$ cat config.mk
export PLATFORM = sky130hd
export DESIGN_NAME = trap_ctrl_flat
export DESIGN_NICKNAME = d
export VERILOG_FILES = /design/src/rtl/trap_ctrl_if.sv /design/src/rtl/trap_ctrl.sv /design/src/flat_wrapper.sv
export SDC_FILE = /design/constraint.sdc
export NUM_CORES = 1
export LEC_CHECK = 0
export ABC_CLOCK_PERIOD_IN_PS = 1650
export CAP_MARGIN = 0
export CELL_PAD_IN_SITES_DETAIL_PLACEMENT = 1
export CELL_PAD_IN_SITES_GLOBAL_PLACEMENT = 1
export CORE_MARGIN = 2
export CORE_UTILIZATION = 31
export DETAILED_ROUTE_END_ITERATION = 8
export HOLD_SLACK_MARGIN = 0.02
export PLACE_DENSITY_LB_ADDON = 0.1
export SLEW_MARGIN = 20
export SYNTH_ARGS = -nofsm -noshare
export SYNTH_HDL_FRONTEND = slang
export SYNTH_SLANG_ARGS = --single-unit
$ cat constraint.sdc
create_clock -name clk -period 1.65 [get_ports clk]
set_input_delay 0.2475 -clock clk [delete_from_list [all_inputs] [get_ports clk]]
set_output_delay 0.2475 -clock clk [all_outputs]
set_load 0.05 [all_outputs]
$ cat src/rtl/trap_ctrl_if.sv
// E-stage exception/mret inputs and trap/redirect outputs of the trap sequencer.
// The master side is the pipeline; the slave side is trap_ctrl.
interface trap_ctrl_if #(
  parameter int unsigned N     = 64,
  parameter int unsigned CNT_W = 32
);
  logic             exc_valid;
  logic [6:0]       except_signal;
  logic [N-1:0]     exc_pc;
  logic [N-1:0]     exc_addr;
  logic             mret;
  logic [N-1:0]     mtvec;

  logic             stall;
  logic             flush;
  logic             redirect_valid;
  logic [N-1:0]     redirect_pc;
  logic [N-1:0]     mepc;
  logic [N-1:0]     mcause;
  logic [N-1:0]     mtval;
  logic [CNT_W-1:0] trap_count;

  modport master (
    output exc_valid, except_signal, exc_pc, exc_addr, mret, mtvec,
    input  stall, flush, redirect_valid, redirect_pc, mepc, mcause, mtval, trap_count
  );

  modport slave (
    input  exc_valid, except_signal, exc_pc, exc_addr, mret, mtvec,
    output stall, flush, redirect_valid, redirect_pc, mepc, mcause, mtval, trap_count
  );
endinterface

$ cat src/rtl/trap_ctrl.sv
// Trap sequencer: prioritises E-stage memory/breakpoint exceptions, then sequences
// flush, mepc/mcause/mtval update and redirect to mtvec; also sequences mret returns.
module trap_ctrl #(
  parameter int unsigned N     = 64,
  parameter int unsigned CNT_W = 32
) (
  input  logic       clk,
  input  logic       reset,
  trap_ctrl_if.slave bus
);

  localparam int unsigned CAUSE_W = 4;

  typedef enum logic [2:0] {
    S_IDLE   = 3'd0,
    S_FLUSH  = 3'd1,
    S_SAVE   = 3'd2,
    S_VECTOR = 3'd3,
    S_RET    = 3'd4
  } state_e;

  state_e             state_q, state_d;
  logic               stall_q, stall_d;
  logic               flush_q, flush_d;
  logic               redirect_valid_q, redirect_valid_d;
  logic [N-1:0]       redirect_pc_q, redirect_pc_d;
  logic [N-1:0]       mepc_q, mepc_d;
  logic [N-1:0]       mcause_q, mcause_d;
  logic [N-1:0]       mtval_q, mtval_d;
  logic [CNT_W-1:0]   trap_count_q, trap_count_d;

  // Trap context captured at acceptance, held until committed in SAVE.
  logic [CAUSE_W-1:0] lat_cause_q, lat_cause_d;
  logic [N-1:0]       lat_pc_q, lat_pc_d;
  logic [N-1:0]       lat_tval_q, lat_tval_d;
  logic [N-1:0]       lat_tvec_q, lat_tvec_d;

  logic               any_exc_c;
  logic               trap_req_c;
  logic               ret_req_c;
  logic [CAUSE_W-1:0] cause_code_c;
  logic               tval_is_pc_c;

  assign any_exc_c  = |bus.except_signal;
  assign trap_req_c = bus.exc_valid & any_exc_c;
  assign ret_req_c  = bus.exc_valid & bus.mret & ~any_exc_c;

  // Fixed-priority cause select; only breakpoint reports the PC as mtval.
  always_comb begin
    cause_code_c = '0;
    tval_is_pc_c = 1'b0;
    if (bus.except_signal[6]) begin
      cause_code_c = CAUSE_W'(3);
      tval_is_pc_c = 1'b1;
    end else if (bus.except_signal[2]) begin
      cause_code_c = CAUSE_W'(6);
    end else if (bus.except_signal[0]) begin
      cause_code_c = CAUSE_W'(4);
    end else if (bus.except_signal[5]) begin
      cause_code_c = CAUSE_W'(15);
    end else if (bus.except_signal[4]) begin
      cause_code_c = CAUSE_W'(13);
    end else if (bus.except_signal[3]) begin
      cause_code_c = CAUSE_W'(7);
    end else if (bus.except_signal[1]) begin
      cause_code_c = CAUSE_W'(5);
    end
  end

  // Next state; outputs are computed for the state being entered so they register cleanly.
  always_comb begin
    state_d          = state_q;
    flush_d          = 1'b0;
    redirect_valid_d = 1'b0;
    redirect_pc_d    = redirect_pc_q;
    mepc_d           = mepc_q;
    mcause_d         = mcause_q;
    mtval_d          = mtval_q;
    trap_count_d     = trap_count_q;
    lat_cause_d      = lat_cause_q;
    lat_pc_d         = lat_pc_q;
    lat_tval_d       = lat_tval_q;
    lat_tvec_d       = lat_tvec_q;

    unique case (state_q)
      S_IDLE: begin
        if (trap_req_c) begin
          state_d     = S_FLUSH;
          flush_d     = 1'b1;
          lat_cause_d = cause_code_c;
          lat_pc_d    = bus.exc_pc;
          lat_tval_d  = tval_is_pc_c ? bus.exc_pc : bus.exc_addr;
          lat_tvec_d  = bus.mtvec & ~(N'(2'b11));
        end else if (ret_req_c) begin
          state_d          = S_RET;
          flush_d          = 1'b1;
          redirect_valid_d = 1'b1;
          redirect_pc_d    = mepc_q;
        end
      end
      S_FLUSH: begin
        state_d = S_SAVE;
      end
      S_SAVE: begin
        state_d          = S_VECTOR;
        mepc_d           = lat_pc_q;
        mcause_d         = N'(lat_cause_q);
        mtval_d          = lat_tval_q;
        trap_count_d     = trap_count_q + CNT_W'(1);
        redirect_valid_d = 1'b1;
        redirect_pc_d    = lat_tvec_q;
      end
      S_VECTOR: begin
        state_d = S_IDLE;
      end
      S_RET: begin
        state_d = S_IDLE;
      end
      default: begin
        state_d = S_IDLE;
      end
    endcase

    stall_d = (state_d != S_IDLE);
  end

  always_ff @(posedge clk) begin
    if (reset) begin
      state_q          <= S_IDLE;
      stall_q          <= 1'b0;
      flush_q          <= 1'b0;
      redirect_valid_q <= 1'b0;
      redirect_pc_q    <= '0;
      mepc_q           <= '0;
      mcause_q         <= '0;
      mtval_q          <= '0;
      trap_count_q     <= '0;
      lat_cause_q      <= '0;
      lat_pc_q         <= '0;
      lat_tval_q       <= '0;
      lat_tvec_q       <= '0;
    end else begin
      state_q          <= state_d;
      stall_q          <= stall_d;
      flush_q          <= flush_d;
      redirect_valid_q <= redirect_valid_d;
      redirect_pc_q    <= redirect_pc_d;
      mepc_q           <= mepc_d;
      mcause_q         <= mcause_d;
      mtval_q          <= mtval_d;
      trap_count_q     <= trap_count_d;
      lat_cause_q      <= lat_cause_d;
      lat_pc_q         <= lat_pc_d;
      lat_tval_q       <= lat_tval_d;
      lat_tvec_q       <= lat_tvec_d;
    end
  end

  assign bus.stall          = stall_q;
  assign bus.flush          = flush_q;
  assign bus.redirect_valid = redirect_valid_q;
  assign bus.redirect_pc    = redirect_pc_q;
  assign bus.mepc           = mepc_q;
  assign bus.mcause         = mcause_q;
  assign bus.mtval          = mtval_q;
  assign bus.trap_count     = trap_count_q;

endmodule

$ cat src/flat_wrapper.sv
// flat-port wrapper written by rule: the top's interface ports become plain ports
module trap_ctrl_flat 
#(
  parameter int unsigned N     = 64,
  parameter int unsigned CNT_W = 32
)
  (clk, reset, bus_exc_valid, bus_except_signal, bus_exc_pc, bus_exc_addr, bus_mret, bus_mtvec, bus_stall, bus_flush, bus_redirect_valid, bus_redirect_pc, bus_mepc, bus_mcause, bus_mtval, bus_trap_count);
  trap_ctrl_if #(.N(N), .CNT_W(CNT_W)) bus_i ();
  input  logic clk;
  input  logic reset;
  input wire logic [$bits(bus_i.exc_valid)-1:0] bus_exc_valid;
  input wire logic [$bits(bus_i.except_signal)-1:0] bus_except_signal;
  input wire logic [$bits(bus_i.exc_pc)-1:0] bus_exc_pc;
  input wire logic [$bits(bus_i.exc_addr)-1:0] bus_exc_addr;
  input wire logic [$bits(bus_i.mret)-1:0] bus_mret;
  input wire logic [$bits(bus_i.mtvec)-1:0] bus_mtvec;
  output wire logic [$bits(bus_i.stall)-1:0] bus_stall;
  output wire logic [$bits(bus_i.flush)-1:0] bus_flush;
  output wire logic [$bits(bus_i.redirect_valid)-1:0] bus_redirect_valid;
  output wire logic [$bits(bus_i.redirect_pc)-1:0] bus_redirect_pc;
  output wire logic [$bits(bus_i.mepc)-1:0] bus_mepc;
  output wire logic [$bits(bus_i.mcause)-1:0] bus_mcause;
  output wire logic [$bits(bus_i.mtval)-1:0] bus_mtval;
  output wire logic [$bits(bus_i.trap_count)-1:0] bus_trap_count;
  assign bus_i.exc_valid = bus_exc_valid;
  assign bus_i.except_signal = bus_except_signal;
  assign bus_i.exc_pc = bus_exc_pc;
  assign bus_i.exc_addr = bus_exc_addr;
  assign bus_i.mret = bus_mret;
  assign bus_i.mtvec = bus_mtvec;
  assign bus_stall = bus_i.stall;
  assign bus_flush = bus_i.flush;
  assign bus_redirect_valid = bus_i.redirect_valid;
  assign bus_redirect_pc = bus_i.redirect_pc;
  assign bus_mepc = bus_i.mepc;
  assign bus_mcause = bus_i.mcause;
  assign bus_mtval = bus_i.mtval;
  assign bus_trap_count = bus_i.trap_count;
  trap_ctrl #(.N(N), .CNT_W(CNT_W)) u_core (.clk(clk), .reset(reset), .bus(bus_i));
endmodule
==> flow_summary_export.csv <==
group,metric,value,unit
logic_synthesis,synth.top_cell.area_share,0.524,
sta,fin_crit,1.94,ns
worst_setup_path,crit_type,"flip-flop to flip-flop",
worst_hold_path,min_to,"u_core.lat_tvec_q[45]$_SDFFE_PP0P_",
status,status,"finished with violations",
cts,cts_buffers,48,
cts,clock_path_buffers,3,
route,routedWlPerCell,22.7,um
power_and_ir_drop,swShare,0.337,
power_and_ir_drop,seq_power_share,0.373,
power_and_ir_drop,p_sw,0.0107,W
logic_synthesis,synth_cells,1971,
flow_run,maxCapViolations,0,
worst_setup_path,timing.rr.start,"u_core.state_q[0]$_SDFF_PP0_",
global_route,grt_pass1_wl,102000,um
power_and_ir_drop,combPwrFrac,0.299,
logic_synthesis,synth_most_common_cell,"nand2_1",
worst_setup_path,required,2.16,ns
worst_setup_path,cp_common_cell,"buf_12",
worst_setup_path,r2r_slack,-0.29,ns
sta,setup_viol,358,
logic_synthesis,synthTopCellsByCount,"589 x nand2_1, 428 x dfxtp_1, 284 x a21oi_1",
global_route,busiest_layer,"met2",
cts,cts.sinks,428,
global_route,grtUsageMet2,0.405,
global_route,grt_pass1_vias,16800,
sta,tightest_slew,0.562,ns
sta,finalHoldViolCount,0,
route,dr.pass1.iters,4,
worst_setup_path,startpoint_type,"flip-flop",
global_route,grt.total_usage,0.244,
logic_synthesis,syn_area_per_cell,8.30,um^2
power_and_ir_drop,internal_power,0.0210,W
logic_synthesis,synth-edff-count,0,
cells_and_area,drive_gt1_frac,0.351,
floorplan,io_pins,494,
global_route,antenna_found_initial,9,
place,place_area,21300,um^2
cells_and_area,area_growth,62.8,%
global_route,grtUsageMet3,0.0709,
worst_setup_path,path_max_fanout,7,
logic_synthesis,synth_top_flop_cell,"dfxtp_1",
worst_setup_path,timing.rr.end,"u_core.lat_pc_q[25]$_SDFFE_PP0P_",
cts,clk_latency,0.58,ns
logic_synthesis,async_flop_share,0,
cts,ctsRootBufferMaster,"clkbuf_16",
floorplan,fp.dieW,234,um
route,vias,16300,
place,pre_cts_ws,-0.732,ns
worst_setup_path,cpMaxStageDelayCell,"dfxtp_4",
place,dp_hpwl,41500,um
power_and_ir_drop,clkPwrFrac,0.328,
worst_hold_path,hold_depth,3,
sta,finalMaxSlewViolations,0,
worst_setup_path,cpPeakStageDelay,0.37,ns
route,viasPerCell,5.05,
worst_setup_path,end_kind,"flip-flop",
sta,clock_skew,0.0117,ns
global_route,gr-total-overflow,0,
cts,path_clk_slew,0.06,ns
sta,rsz0062_at_grt,"true",
logic_synthesis,ys_top_cells_by_area,"dfxtp_1 52%, nand2_1 14%, a21oi_1 8.7%",
sta,holdWs,0.225,ns
global_route,grt_max_degree,81,
route,routed_wirelength,73300,um
logic_synthesis,synth_warnings,0,
logic_synthesis,syn-cell-area,16400,um^2
place,place.gp.congestion,0.772,
cells_and_area,final_nets,2702,
status,violations,"negative setup slack",
power_and_ir_drop,peakVddDrop,667,uV
power_and_ir_drop,p_leak,10.4,nW
sta,setup_tns,-51.48,ns
worst_setup_path,cp.arrival,2.45,ns
floorplan,die_area,54600,um^2
worst_setup_path,path_cells,"buf_6, nor4b_4, a21boi_4, buf_12, buf_16, buf_12, clkbuf_16, nand2_2, a21oi_2",
sta,setup_ws,-0.290,ns
floorplan,core_area,52300,um^2
global_route,use_met1,0.304,
logic_synthesis,ys_types,44,
route,drt-initial-drc-count,693,
worst_hold_path,hold_start,"bus_mtvec[45]",
sta,slew_headroom,0.625,
cts,cts_tree,"yes",
floorplan,die_h,234,um
route,ant_nets,0,
power_and_ir_drop,p_total,0.0317,W
cts,cts_max_level,2,
worst_setup_path,crit_buf_inv,5,
floorplan,start_util,0.313,
route,drc,0,
place,io_buffers,431,
floorplan,rows,84,
worst_setup_path,worstRegToRegCells,9,
logic_synthesis,seq_area_frac_synth,0.524,
power_and_ir_drop,powerDensity,1190,nW/um^2
worst_setup_path,critPathTopFamily,"buffers and inverters",
cells_and_area,fill_cells,5854,
logic_synthesis,ys_seq_elements,428,
worst_hold_path,hold_class,"input port to flip-flop",
logic_synthesis,yosys.area.top_type,"dfxtp_1",
cells_and_area,fin_area,26600,um^2
sta,finalCritPeriodShare,1.18,
sta,max_freq,515,MHz
## worst register-to-register path: cells and delay by family (launching register included)
kind | cells | cell delay [ns]
and+or+nand+nor | 2 | 0.37
buffers and inverters | 5 | 0.75
DFF | 1 | 0.37
AOI/OAI and AO/OA | 2 | 0.38
## area by class of cell
| class | instances | area, um^2 | area share |
|---|---|---|---|
| clock inverters | 7 | 42.5 | 0.00160 |
| repair buffers | 632 | 6730 | 0.253 |
| well taps | 688 | 861 | 0.0323 |
| clock buffers | 78 | 1460 | 0.0546 |
| flip-flops and latches | 428 | 8660 | 0.325 |
| diodes | 5 | 12.5 | 0.000470 |
| inverters | 7 | 26.3 | 0.000987 |
| multi-input cells | 1381 | 8850 | 0.332 |
## worst max-delay path by stage
| stage | startpoint | end | slack [ns] | cells past startpoint |
|---|---|---|---|---|
| after floorplan | u_core.bus.trap_count[4]$_SDFFE_PP0P_ | u_core.bus.trap_count[25]$_SDFFE_PP0P_ | -0.22 | 5 |
| after global placement | bus_except_signal[1] | u_core.lat_tvec_q[58]$_SDFFE_PP0P_ | -0.61 | 7 |
| after detailed placement | bus_except_signal[3] | u_core.lat_tval_q[51]$_SDFFE_PP0P_ | -0.73 | 8 |
| after CTS | u_core.state_q[2]$_SDFF_PP0_ | u_core.bus.trap_count[19]$_SDFFE_PP0P_ | -0.25 | 5 |
| after global routing | u_core.state_q[0]$_SDFF_PP0_ | u_core.lat_tval_q[48]$_SDFFE_PP0P_ | -0.36 | 8 |
| final | u_core.state_q[0]$_SDFF_PP0_ | u_core.lat_pc_q[25]$_SDFFE_PP0P_ | -0.29 | 9 |
## power by group through the flow
stage	sequential, W	clock (W)	combinational (W)
after floorplan	0.0131	0	0.00277
after global placement	0.0119	0	0.00626
after detailed placement	0.0120	0	0.00635
after CTS	0.0118	0.0106	0.00875
after global routing	0.0119	0.0111	0.00998
final	0.0118	0.0104	0.00948
## repair_timing
action,CTS,global route
endpoints found under the hold margin,11,0
pin swaps,114,183
setup buffers,48,30
cloned,35,17
resized for setup,305,297
hold buffers,1,0
setup endpoints to repair,333,365
## layer usage
metal | vias up | wire [um]
li1 | 7640 | -
met4 | 10 | 1960
met1 | 8122 | 31200
met5 | - | 65
met2 | 401 | 35400
met3 | 109 | 4630
## state kept, by name, indices dropped and copies added, names as in the netlist
register	flops
u_core.bus.flush	1
u_core.bus.mcause	4
u_core.bus.mepc	64
u_core.bus.mtval	64
u_core.bus.redirect_pc	64
u_core.bus.redirect_valid	1
u_core.bus.stall	1
u_core.bus.trap_count	32
u_core.lat_cause_q	4
u_core.lat_pc_q	64
u_core.lat_tval_q	64
u_core.lat_tvec_q	62
u_core.state_q	3
## metrics by stage
stage,std cells,utilization
floorplan,2030,-
global placement,3032,0.406
detailed placement,3032,0.406
CTS,3201,0.485
global route,3225,0.509
finish,3226,0.509
## cells by family (layout without fill, tap and decap cells)
logic type,count (synthesis),in the layout,share of synthesized area
compound gates,443,444,0.164
xor+xnor,11,11,0.00589
fa+ha+maj,1,1,0.000765
buf+inv,222,724,0.0687
flops,428,428,0.524
mux,64,64,0.0392
other cells,1,65,0.000229
simple gates,801,801,0.198
## layout by cell type (no fill, tap or decap), drive strengths merged, types with 13 or more instances in the layout
| cell type | instances |
|---|---|
| nand2 | 589 |
| dfxtp | 428 |
| buf | 418 |
| a21oi | 284 |
| clkdlybuf4s50 | 198 |
| nor2 | 143 |
| clkbuf | 93 |
| a211oi | 65 |
| mux2i | 64 |
| a311oi | 63 |
| conb | 60 |
| or4 | 17 |
| nand3 | 13 |
| o31ai | 13 |
Note: power is estimated with default switching activity, not from simulation.
